==> src/rtl/reg_bank_scan_pkg.sv <==
// Shared definitions for the register bank scanner and the downstream 4:1 result mux.
package reg_bank_scan_pkg;

  localparam int unsigned N_DEFAULT = 16;
  localparam int unsigned NUM_REGS  = 4;
  localparam int unsigned SEL_W     = 2;

  localparam logic [SEL_W-1:0] SEL_R0 = 2'b00;
  localparam logic [SEL_W-1:0] SEL_R1 = 2'b01;
  localparam logic [SEL_W-1:0] SEL_R2 = 2'b10;
  localparam logic [SEL_W-1:0] SEL_R3 = 2'b11;

  localparam logic [0:0] ST_IDLE = 1'b0;
  localparam logic [0:0] ST_SCAN = 1'b1;

endpackage

==> src/rtl/reg_bank_scan_reg_en.sv <==
// N-bit register with async active-low reset, synchronous clear and load enable.
module reg_en #(
  parameter int unsigned W = 16
) (
  input  logic         clk,
  input  logic         reset_n,
  input  logic         clr,
  input  logic         en,
  input  logic [W-1:0] d,
  output logic [W-1:0] q
);

  // Clear takes priority over load.
  always_ff @(posedge clk or negedge reset_n) begin
    if (!reset_n) begin
      q <= '0;
    end else if (clr) begin
      q <= '0;
    end else if (en) begin
      q <= d;
    end
  end

endmodule

==> src/rtl/reg_bank_scan.sv <==
// Four-entry register bank with a valid/ready scan sequencer driving the result mux select.
module reg_bank_scan
  import reg_bank_scan_pkg::*;
#(
  parameter int unsigned N = N_DEFAULT
) (
  input  logic             clk,
  input  logic             reset_n,
  input  logic             wr_valid,
  output logic             wr_ready,
  input  logic [SEL_W-1:0] wr_addr,
  input  logic [N-1:0]     wr_data,
  input  logic             clr,
  input  logic             start,
  input  logic             scan_ready,
  output logic             scan_valid,
  output logic             scan_last,
  output logic             busy,
  output logic             done,
  output logic [SEL_W-1:0] selecm,
  output logic [N-1:0]     R_0,
  output logic [N-1:0]     R_1,
  output logic [N-1:0]     R_2,
  output logic [N-1:0]     R_3
);

  logic [0:0]       state_q, state_d;
  logic [SEL_W-1:0] idx_q, idx_d;
  logic             scan_valid_q, scan_valid_d;
  logic             done_q, done_d;

  logic             idle;
  logic             clr_all;
  logic             wr_fire;
  logic [N-1:0]     r_q [NUM_REGS];

  always_ff @(posedge clk or negedge reset_n) begin
    if (!reset_n) begin
      state_q      <= ST_IDLE;
      idx_q        <= SEL_R0;
      scan_valid_q <= 1'b0;
      done_q       <= 1'b0;
    end else begin
      state_q      <= state_d;
      idx_q        <= idx_d;
      scan_valid_q <= scan_valid_d;
      done_q       <= done_d;
    end
  end

  // Scan sequencing: one select code per accepted beat, exit on acceptance of the last.
  always_comb begin
    state_d      = state_q;
    idx_d        = idx_q;
    scan_valid_d = scan_valid_q;
    done_d       = 1'b0;
    case (state_q)
      ST_IDLE: begin
        if (start) begin
          state_d      = ST_SCAN;
          idx_d        = SEL_R0;
          scan_valid_d = 1'b1;
        end
      end
      ST_SCAN: begin
        if (scan_ready) begin
          if (idx_q == SEL_R3) begin
            state_d      = ST_IDLE;
            idx_d        = SEL_R0;
            scan_valid_d = 1'b0;
            done_d       = 1'b1;
          end else begin
            idx_d = idx_q + SEL_W'(1);
          end
        end
      end
      default: begin
        state_d      = ST_IDLE;
        idx_d        = SEL_R0;
        scan_valid_d = 1'b0;
      end
    endcase
  end

  assign idle    = (state_q == ST_IDLE);
  assign clr_all = idle & clr;
  assign wr_fire = idle & wr_valid;

  // Registers only change in IDLE, so a stalled beat stays stable.
  for (genvar i = 0; i < NUM_REGS; i++) begin : g_reg
    reg_en #(.W(N)) u_reg (
      .clk     (clk),
      .reset_n (reset_n),
      .clr     (clr_all),
      .en      (wr_fire && (wr_addr == SEL_W'(i))),
      .d       (wr_data),
      .q       (r_q[i])
    );
  end

  assign R_0        = r_q[0];
  assign R_1        = r_q[1];
  assign R_2        = r_q[2];
  assign R_3        = r_q[3];

  assign wr_ready   = idle;
  assign busy       = ~idle;
  assign scan_last  = ~idle && (idx_q == SEL_R3);
  assign scan_valid = scan_valid_q;
  assign done       = done_q;
  assign selecm     = idx_q;

endmodule

==> config.mk <==
export PLATFORM = sky130hd
export DESIGN_NAME = reg_bank_scan
export DESIGN_NICKNAME = d
export VERILOG_FILES = /design/src/rtl/reg_bank_scan_pkg.sv /design/src/rtl/reg_bank_scan_reg_en.sv /design/src/rtl/reg_bank_scan.sv
export SDC_FILE = /design/constraint.sdc
export NUM_CORES = 1
export LEC_CHECK = 0
export CAP_MARGIN = 5
export CORE_ASPECT_RATIO = 1.75
export CORE_MARGIN = 3
export CORE_UTILIZATION = 40
export DETAILED_ROUTE_END_ITERATION = 6
export PLACE_DENSITY = 0.71
export SYNTH_ARGS = -nofsm -noshare
export SYNTH_HDL_FRONTEND = slang
export SYNTH_SLANG_ARGS = --single-unit
export TNS_END_PERCENT = 1
==> constraint.sdc <==
create_clock -name clk -period 4.15 [get_ports clk]
set_input_delay 0.415 -clock clk [delete_from_list [all_inputs] [get_ports clk]]
set_output_delay 0.415 -clock clk [all_outputs]
set_load 0.01 [all_outputs]
# After elaboration in Yosys (flattened, before gate mapping)
# Index checks and enable logic that the tools add are counted.
# W data, S select, Z words.
[op_classes]
bitwise = 3
n_reduce_logical = 12
add_sub_neg = 1
n_eq_ne = 7
n_mux = 23
[ops]
columns = ["cell", "count"]
rows = [
  ["$mux W16", 8],
  ["$mux W1", 9],
  ["$reduce_bool A2 Y1", 4],
  ["$eq A2 B2 Y1 const B", 3],
  ["$mux W2", 3],
  ["$logic_and A1 B1 Y1", 5],
  ["$ne A2 B2 Y1 const B", 2],
  ["$pmux W1 S2", 2],
  ["$pmux W2 S2", 1],
  ["$reduce_and A3 Y1", 1],
  ["$add A2 B1 Y2 const B", 1],
  ["$and A1 B1 Y1", 2],
  ["$eq A2 B1 Y1 const B", 1],
  ["$logic_not A2 Y1", 1],
  ["$ne A2 B1 Y1 const B", 1],
  ["$reduce_and A2 Y1", 1],
  ["$not A1 Y1", 1],
]
[word_totals]
wordCells = 54
regBits = 69
output_inout_bits = 71
in_bits = 24

# Longest topological paths before layout
[logic_depth]
word_depth = 5
depth_mapped = 6
depth_no_buf = 4

# Cells and area by module
# Synthesis repeated with hierarchy kept, for this count alone.
[hier_totals]
hier_cells = 231
hier_area_um2 = 2914.0
[by_module_without_submodules]
columns = ["module", "cells_per_inst", "seq_area_each_um2", "area_per_inst_um2", "n_inst"]
rows = [
  ["reg_en", 52, 400.4, 660.6, 4],
  ["reg_bank_scan", 23, 125.1, 271.5, 1],
]

# Worst setup path after synthesis
# OpenSTA, ideal clock, no wires.
[synth_path]
path_kind = "reg-to-reg"
from = "reg state_q, in the netlist busy"
to = "reg g_reg[0].u_reg.q[2]"
arrival_ps = 1456
path_slack_ps = 2575
stages_incl_launch_ff = 7
synth_period_minus_slack_ps = 1575
required_ps = 4031
setup_time_ps = 119
n_path_buf = 3
path_cell_list = "dfrtp_1 > buf_6 > or4b_1 > buf_2 > buf_6 > nand3_2 > o21ai_2"
[synth_between]
elab_chain_cells = 4
word_cells_on_any_way = 6
cone_classes = "1 x mux; 3 x bitwise; 2 x reduce/logical"
[synth_rtl]
columns = ["element", "line", "rtl"]
rows = [
  ["from (decl)", "reg_bank_scan.sv:27", "logic [0:0] state_q, state_d;"],
  ["from (signal assigned)", "reg_bank_scan.sv:44", "state_q <= state_d;"],
  ["$not A1 Y1 *", "-", ""],
  ["$and A1 B1 Y1", "reg_bank_scan.sv:87", "assign wr_fire = idle & wr_valid;"],
  ["$logic_and A1 B1 Y1", "reg_bank_scan.sv:95", ".en (wr_fire && (wr_addr == SEL_W'(i))),"],
  ["$reduce_bool A2 Y1 (no line)", "-", ""],
  ["to (signal assigned)", "reg_bank_scan_reg_en.sv:16", "q <= '0;"],
  ["to (signal assigned)", "reg_bank_scan_reg_en.sv:18", "q <= '0;"],
  ["to (signal assigned)", "reg_bank_scan_reg_en.sv:20", "q <= d;"],
  ["to (decl)", "reg_bank_scan_reg_en.sv:10", "output logic [W-1:0] q"],
]
# Mark *: on every way between the ends. The rest lies on a longest branch, timed or not.
# A chain may end at the register's enable or synchronous reset.

# Worst setup path after layout
[layout_path]
from = "in wr_addr[0]"
to = "reg g_reg[2].u_reg.q[1]"
[layout_between]
elab_chain_cells = 3
[layout_rtl]
columns = ["element", "line", "rtl"]
rows = [
  ["from (decl)", "reg_bank_scan.sv:11", "input logic [SEL_W-1:0] wr_addr,"],
  ["$eq A2 B2 Y1", "reg_bank_scan.sv:95", ""],
  ["$logic_and A1 B1 Y1", "reg_bank_scan.sv:95", ""],
  ["$reduce_bool A2 Y1 (no line)", "-", ""],
  ["to (signal assigned)", "reg_bank_scan_reg_en.sv:16", ""],
  ["to (signal assigned)", "reg_bank_scan_reg_en.sv:18", ""],
  ["to (signal assigned)", "reg_bank_scan_reg_en.sv:20", ""],
  ["to (decl)", "reg_bank_scan_reg_en.sv:10", ""],
]
# No other way between the ends.

==> summary.txt <==
Setup path
  • Type of origin of the critical path: input port
  • R2r setup slk: 1970 ps
  • Crit path max fanout: 32
  • Cell chain of the critical path: clkdlybuf4s50_1, nand4bb_1, nand3_1, o21ai_0
  • Slowest CP cell: nand4bb_1
  • WP data required: 4300 ps
  • CP Class: input port to flip-flop
  • CP peak stage delay: about 980 ps
  • Data arrival, critical path: 2370 ps
  • R2R depth: 3
  • Capturing element type of the critical path: flip-flop

Global routing
  • Largest net degree at the start of global routing: a little over 40
  • First-pass GRT wire length: between 10,000 and 15,000 um
  • GR Overflow Total: 0
  • Antenna violations before repair: 0
  • Global-route usage over all layers: 19.0%
  • Vias in the first global route: 2,340

STA
  • Clock Skew: 3.62 ps
  • Slew Limit Headroom: roughly a quarter
  • Setup TNS: 0 ps
  • Fmax: between 400 and 500 MHz
  • Max Slew Vio Count: 0
  • Period minus WS final: 2220 ps
  • Hold Fails Final Rpt: 0
  • Worst-Margin Slew: 1130 ps
  • Fin Hold WS: 208 ps
  • Setup violators final: 0
  • Worst Setup Slack, final: 1930 ps
  • RSZ-0062 raised after global routing: no
  • Final critical-path share of the clock period: 53.5%

Routing
  • DR iter-0 viols: 168
  • Total wire length: ~7500 um
  • Final ANT Viol Nets: 0
  • DR vias/cell: ~5.2
  • Via count: between 2k and 2.5k
  • Drt wl/cell: 17.3 um
  • DRC viols: 0
  • First drt pass iteration count: 5

Die
  • IO Count: 95
  • Die area: 8200 um2
  • Core box area: 6910 um2
  • Site Rows: 40
  • Die Wd: 69.8 um
  • Die Y: around 120 um
  • Starting Density: between 40% and 50%

Final layout
  • Share of post-route cells with drive strength above 1: 15.1%
  • Synth-to-Final Area Change: 46.2%
  • Finished Core Util: 60.2%
  • Ant diodes: 0
  • Nets: 373

Pwr
  • Total power: 3.34 mW
  • Leak: 1.82 nW
  • Max rail drop VDD: between 0.3 and 0.4 mV
  • PD cells: roughly 800 nW/um2

Logic synthesis
  • Avg Cell Area, Syn: 10.9 um2
  • Top-count cell post-synth: dfrtp_1
  • Synth area leader: dfrtp_1
  • Synth top area share: 60.7%
  • Mapped Nets: 286
  • Post-synth EDFFs: 0
  • Post-synth top cells: dfrtp_1, nand3_1, o21ai_0
  • Ys Warns: 0
  • Top_reg_cell synth: dfrtp_1
  • Area contributors post-synth: dfrtp_1, nand3_1, o21ai_0
  • Synthesized flop and latch total: 69
  • Synth unique cells: 21
  • Synth Cell Area: 2850 um2
  • Ys async rst share: 100%
  • Mapped Cells: 260
  • Post-synthesis sequential area ratio: around three fifths

Clock network
  • Num CTS Buffers: 9
  • Hold Buf Count CTS: 0
  • Clock Tree Buf Depth: 2
  • Worst-path clk slew: 50 ps
  • Postcts setup bufs: 0
  • CTS tree: built
  • H-tree levels: 3
  • Root buffer cell: clkbuf_16
  • Post-CTS sizing: 0
  • CTS Sinks: 69
  • Worst-skew pair later-pin latency: 320 ps

Placed design
  • Placed wire-length estimate: 5250 um
  • Worst slack, placed: between 1500 and 2000 ps
  • Port Buffers: 94
  • Final weighted congestion in routability-driven placement: between 0.7 and 0.8

Run status
  • Status: finished clean

Flow run
  • Max cap viols: 0

Hold path
  • Hold crit path type: input port to asynchronous set/reset pin
registers in the layout (all words and copies together), names as in the netlist:
name and count:
g.u_reg.q 64, done 1, scan_valid 1, busy 1, selecm 2
area by class of cell:
class | count | area (um2)
fillers | 588 | 2750
flip-flops and latches | 69 | 1730
multi-input cells | 166 | 985
repair buffers | 99 | 988
well taps | 84 | 105
clock inverters | 4 | 95.1
clock buffers | 11 | 253
inverters | 2 | 7.51
final timing paths:
| kind | startpoint | to |
|---|---|---|
| max in group asynchronous | reset_n | g_reg[3].u_reg.q[4] |
| min in group clk | g_reg[1].u_reg.q[1] | g_reg[1].u_reg.q[1] |
| hold / removal | reset_n | g_reg[3].u_reg.q[3] |
| hold reg to reg | g_reg[1].u_reg.q[1] | g_reg[1].u_reg.q[1] |
| setup / recovery | wr_addr[0] | g_reg[2].u_reg.q[1] |
| setup reg to reg | busy | g_reg[2].u_reg.q[1] |
per-layer routing:
metal  vias up  part of all wire [%]  GRT usage [%]
met2        71                    54           33.0
met1      1092                    39           21.6
met4         0                   1.8           7.31
li1       1082                     -              -
met5         -                     0              0
met3         9                   4.9           5.47
through the flow:
stage | cell area, um2 | cells
after floorplan | 2850 | 260
after global placement | 3780 | 418
final | 4160 | 435
after global routing | 4160 | 435
after detailed placement | 3780 | 418
after CTS | 4130 | 433
critical path: cells and delay by family:
kind | cells | cell delay [ps]
simple gates | 2 | 1350
buf+inv | 1 | 450
compound gates | 1 | 140
power breakdown:
part,switching (mW),total [mW],internal [mW]
Combinational,0.552,1.25,0.703
Clock,0.268,0.882,0.615
Sequential,0.223,1.20,0.975
Total,1.04,3.34,2.29
cell usage in the layout (no fill, tap or decap):
cell type	count
buf_4	3
clkbuf_16	9
clkdlybuf4s50_1	93
nand4bb_1	2
o21ai_0	50
ha_1	2
mux2i_1	2
o21ai_2	16
buf_2	1
nand4b_1	1
bufinv_16	3
nand3_2	14
buf_8	2
nand2b_2	1
or4b_2	1
and2_1	1
nand2_1	19
a21oi_1	1
inv_1	2
dfrtp_1	69
nand3_1	51
and3_1	1
clkbuf_8	2
clkinv_2	1
nor2_1	4
cells by family after synthesis:
logic type               synth area share (%)
AO/OA/AOI/OAI                            13.9
flip-flops                               60.7
buffers and inverters                    4.83
multiplexers                            0.703
AND/OR/NAND/NOR                          19.0
adder cells (fa/ha/maj)                 0.879
No activity file was read; power rests on OpenSTA's default activity.
